==> config.mk <==
export PLATFORM = sky130hd
export DESIGN_NAME = up_counter_ctrl
export DESIGN_NICKNAME = d
export VERILOG_FILES = /design/src/rtl/up_counter_ctrl.sv
export SDC_FILE = /design/constraint.sdc
export NUM_CORES = 1
export LEC_CHECK = 0
export BUFFER_PORTS_ARGS = -buffer_cell sky130_fd_sc_hd__buf_2
export CAP_MARGIN = 20
export CORE_ASPECT_RATIO = 1.2
export CORE_MARGIN = 5
export CORE_UTILIZATION = 40
export CTS_BUF_LIST = sky130_fd_sc_hd__clkbuf_4
export DETAILED_ROUTE_END_ITERATION = 8
export PLACE_DENSITY = 0.66
export SYNTH_ARGS = -nofsm -noshare
export SYNTH_HDL_FRONTEND = slang
export SYNTH_SLANG_ARGS = --single-unit
==> constraint.sdc <==
create_clock -name i_clk -period 2.6 [get_ports i_clk]
set_clock_uncertainty 0.2 [all_clocks]
set_input_delay 0.52 -clock i_clk [delete_from_list [all_inputs] [get_ports i_clk]]
set_output_delay 0.52 -clock i_clk [all_outputs]
set_load 0.005 [all_outputs]
==> src/rtl/up_counter_ctrl.sv <==
// up_counter_ctrl: run/stop/clear controlled modulo-MAX_COUNT up-counter.
// Each rising edge of the divided tick level advances the count while running.
// Button levels are edge-detected here, and each edge acts on the same clock
// edge at which it is first seen high.
module up_counter_ctrl #(
  parameter int MAX_COUNT   = 10000,
  parameter int COUNT_WIDTH = 14
) (
  input  logic                   i_clk,
  input  logic                   i_reset,
  input  logic                   i_tick,
  input  logic                   i_btn_run_stop,
  input  logic                   i_btn_clear,
  output logic [COUNT_WIDTH-1:0] o_count,
  output logic                   o_running,
  output logic                   o_carry
);

  localparam logic [COUNT_WIDTH-1:0] LAST = COUNT_WIDTH'(MAX_COUNT - 1);

  typedef enum logic [1:0] {
    STOP  = 2'd0,
    RUN   = 2'd1,
    CLEAR = 2'd2
  } state_t;

  state_t state;
  state_t state_next;

  logic r_tick_d;
  logic r_run_d;
  logic r_clr_d;
  logic tick_pulse;
  logic run_pulse;
  logic clr_pulse;

  // Increment with wrap from LAST back to zero.
  function automatic logic [COUNT_WIDTH-1:0] wrap_inc(input logic [COUNT_WIDTH-1:0] v);
    if (v == LAST) begin
      return '0;
    end
    return v + COUNT_WIDTH'(1);
  endfunction

  // Previous-sample registers for edge detection. The buttons reset high so a
  // button held across reset release does not count as a press.
  always_ff @(posedge i_clk) begin
    if (i_reset) begin
      r_tick_d <= 1'b0;
      r_run_d  <= 1'b1;
      r_clr_d  <= 1'b1;
    end else begin
      r_tick_d <= i_tick;
      r_run_d  <= i_btn_run_stop;
      r_clr_d  <= i_btn_clear;
    end
  end

  assign tick_pulse = i_tick & ~r_tick_d;
  assign run_pulse  = i_btn_run_stop & ~r_run_d;
  assign clr_pulse  = i_btn_clear & ~r_clr_d;

  // State register.
  always_ff @(posedge i_clk) begin
    if (i_reset) begin
      state <= STOP;
    end else begin
      state <= state_next;
    end
  end

  // Next-state logic. In STOP a clear beats a simultaneous run press.
  always_comb begin
    state_next = state;
    case (state)
      STOP: begin
        if (clr_pulse) begin
          state_next = CLEAR;
        end else if (run_pulse) begin
          state_next = RUN;
        end
      end
      RUN: begin
        if (run_pulse) begin
          state_next = STOP;
        end
      end
      CLEAR: begin
        state_next = STOP;
      end
      default: begin
        state_next = STOP;
      end
    endcase
  end

  // Count and carry. A tick that arrives together with a stop press is still
  // counted because the count uses the current state, not the next one.
  always_ff @(posedge i_clk) begin
    if (i_reset) begin
      o_count <= '0;
      o_carry <= 1'b0;
    end else begin
      o_carry <= 1'b0;
      if (state == CLEAR) begin
        o_count <= '0;
      end else if (state == RUN && tick_pulse) begin
        o_count <= wrap_inc(o_count);
        o_carry <= (o_count == LAST);
      end
    end
  end

  assign o_running = (state == RUN);

endmodule

==> impl_metrics.csv <==
group,metric,value,unit
run_status,status,"finished, final reports clean",
clocking,htreeDepth,1,
place,place_inst,143,
critical_path,slowest_stage,"o31ai_4",
grt,gr-total-overflow,0,
route,dr.pass1.iters,4,
timing,setup_viol,0,
power_and_ir_drop,power_density,460,nW/um^2
final_layout,drive_above_1_share,27.6,%
critical_path,startpoint_type,"flop",
critical_path,cp.required,2.58,ns
timing,drv_slew,0,
grt,antenna_found_initial,0,
floorplan,die_w,53.4,um
place,placed_area,1030,um^2
power_and_ir_drop,switching_share,22.2,%
final_layout,nNetsFinal,124,
final_layout,finalInstanceArea,1050,um^2
synth,synth_nets,101,
clocking,clockBufferDepth,2,
timing,hold_violations,0,
worst_hold_path,hp-class,"input pin to flop",
clocking,cts_tree,"built",
power_and_ir_drop,vdd_drop_max,0.251,mV
grt,grt_pass1_wl,3090,um
power_and_ir_drop,p_seq_share,64.6,%
critical_path,path_max_fanout,13,
synth,synthTopCellsByCount,"20 x dfxtp_1, 10 x nor2_1, 7 x xor2_1, 6 x a21oi_1, 6 x nand3_1",
route,wl_per_cell,12.2,um
route,wl_met1,772,um
route,viasPerCell,5.30,
critical_path,path_delay_family,"simple AND/OR/NAND/NOR gates",
route,routed_wl,1800,um
final_layout,diodes,0,
place,placement.io_buffers,20,
route,drtIter0Drc,17,
clocking,cts_inserted_buffers,3,
floorplan,pin_count,21,
floorplan,rows,19,
route,drt_drc_violations_left,0,
critical_path,slowest_delay,0.58,ns
clocking,cts.hold.buffers_added,0,
synth,yosysSeqAreaShare,44.2,%
synth,synthesis.area,906,um^2
flow_run,maxCapViolCount,0,
synth,synth.largest_area_cell,"dfxtp_1",
synth,synth_edf_count,0,
power_and_ir_drop,p_sw,108,uW
place,dp_hpwl,1350,um
route,highest_layer,"met4",
grt,grt_pass1_vias,712,
timing,slew_headroom,62.8,%
timing,fin_crit,2.07,ns
clocking,clock_latency,0.31,ns
final_layout,layout.cells.non_filler,147,
clocking,cts-root-buf,"clkbuf_4",
floorplan,core-area,2230,um^2
final_layout,area_growth,16.2,%
route,wl_met2,844,um
power_and_ir_drop,clockPowerShare,30.9,%
synth,async_reset_ff_share,0,%
timing,finalSetupTns,0,ns
synth,syn_inst,94,
critical_path,arrival,2.04,ns
timing,period_share,79.4,%
grt,grt_start_max_net_pins,14,
power_and_ir_drop,power,484,uW
timing,max_freq,484,MHz
route,drtAntennaViolNets,0,
synth,ys_types,33,
floorplan,die_height,62.1,um
clocking,cts-resized-gates,0,
power_and_ir_drop,intPower,376,uW
synth,yosysWarnings,0,
timing,worst_pin_slew,0.559,ns
power_and_ir_drop,power_leakage,0.439,nW
critical_path,critical_path_buf_inv_count,0,
critical_path,path_cells,"and4bb_4 -> nand4_1 -> o31ai_4 -> nor2_1",
clocking,cts_setup_buffers,0,
timing,rsz0062_at_grt,"false",
critical_path,critPathCaptureType,"flop",
clocking,clk_pin_slew,0.11,ns
synth,synthTopCellsByArea,"dfxtp_1 44%, xor2_1 6.8%, nor2_1 4.1%",
route,dr_wl_met3,126,um
clocking,clkSinkCount,20,
floorplan,die-area,3320,um^2
power_and_ir_drop,p_comb_share,4.5,%
synth,avgSynthCellArea,9.64,um^2
synth,yosys.area.top_type_share,44.2,%
floorplan,start_util,40.5,%
synth,yosysMostFrequentCell,"dfxtp_1",
synth,synth-main-ff-cell,"dfxtp_1",
critical_path,critPathKind,"flop to flop",
place,place.gp.congestion,0.766,
grt,track_usage,12.3,%
route,vias,779,
synth,synth_seq_cells,20,
-- final timing paths --
path                from    endpoint  slack (ns)  depth (start not counted)
max             state[1]  o_count[6]        0.53                          4
min          i_btn_clear     r_clr_d        0.21                          2
max reg2reg     state[1]  o_count[6]        0.53                          4
min reg2reg     state[0]    state[1]        0.31                          1
-- power groups by stage --
stage,Sequential [mW],Clock (mW),Combinational [mW]
after floorplan,0.319,0,0.0162
after global placement,0.320,0,0.0218
after detailed placement,0.320,0,0.0223
after CTS,0.313,0.156,0.0225
after global routing,0.314,0.167,0.0245
final,0.313,0.149,0.0219
-- per-layer routing --
layer / track usage (%) / up-vias
met1: 15.5 / 361
met3: 2.15 / 5
met4: 8.63 / 0
li1: - / 385
met2: 18.3 / 28
met5: 0 / -
-- stage by stage --
| step | setup slack (ns) | utilization [%] | hold WS (ns) |
|---|---|---|---|
| 2_1_floorplan | 0.778 | - | 0.266 |
| 3_3_place_gp | 0.405 | 45.9 | 0.280 |
| 3_5_place_dp | 0.348 | 45.9 | 0.294 |
| 4_1_cts | 0.518 | 47.1 | 0.209 |
| 5_1_grt | 0.395 | 47.1 | 0.206 |
| 6_report | 0.535 | 47.1 | 0.214 |
-- cell usage in the layout (no fill, tap or decap), types with 2 or more instances in the layout --
cell	n
nor3_1	2
nand2_1	3
nand4_1	5
or3_1	3
nand3_1	6
nor2_1	10
clkbuf_4	3
or2_2	2
a21oi_1	6
nor2b_1	2
or4_1	2
o31ai_1	3
dfxtp_1	20
ha_1	2
buf_2	20
xor2_1	7
o21ai_0	2
nor4b_1	2
-- layout make-up --
class / instances / area (um^2)
fillers: 243 / 1180
multi-input cells: 71 / 483
flip-flops and latches: 20 / 400
repair buffers: 20 / 100
well taps: 31 / 38.8
clock buffers: 3 / 22.5
clock inverters: 1 / 3.75
inverters: 1 / 3.75
-- flip-flops by register name, indices dropped and copies added (netlist names) --
signal,flops
o_count,14
r_run_d,1
o_carry,1
state,2
r_clr_d,1
r_tick_d,1
-- logic make-up (layout without fill, tap and decap cells) --
kind of cell / Yosys count / after routing / share of synthesized area, %
xor gates and xnor gates: 8 / 8 / 7.74
adders and majority gates: 2 / 2 / 2.76
buffers and inverters: 3 / 25 / 2.49
and+or+nand+nor: 46 / 46 / 30.5
AOI/OAI and AO/OA: 14 / 14 / 11.2
muxes: 1 / 1 / 1.11
DFF: 20 / 20 / 44.2
Note: power is estimated with default switching activity, not from simulation.
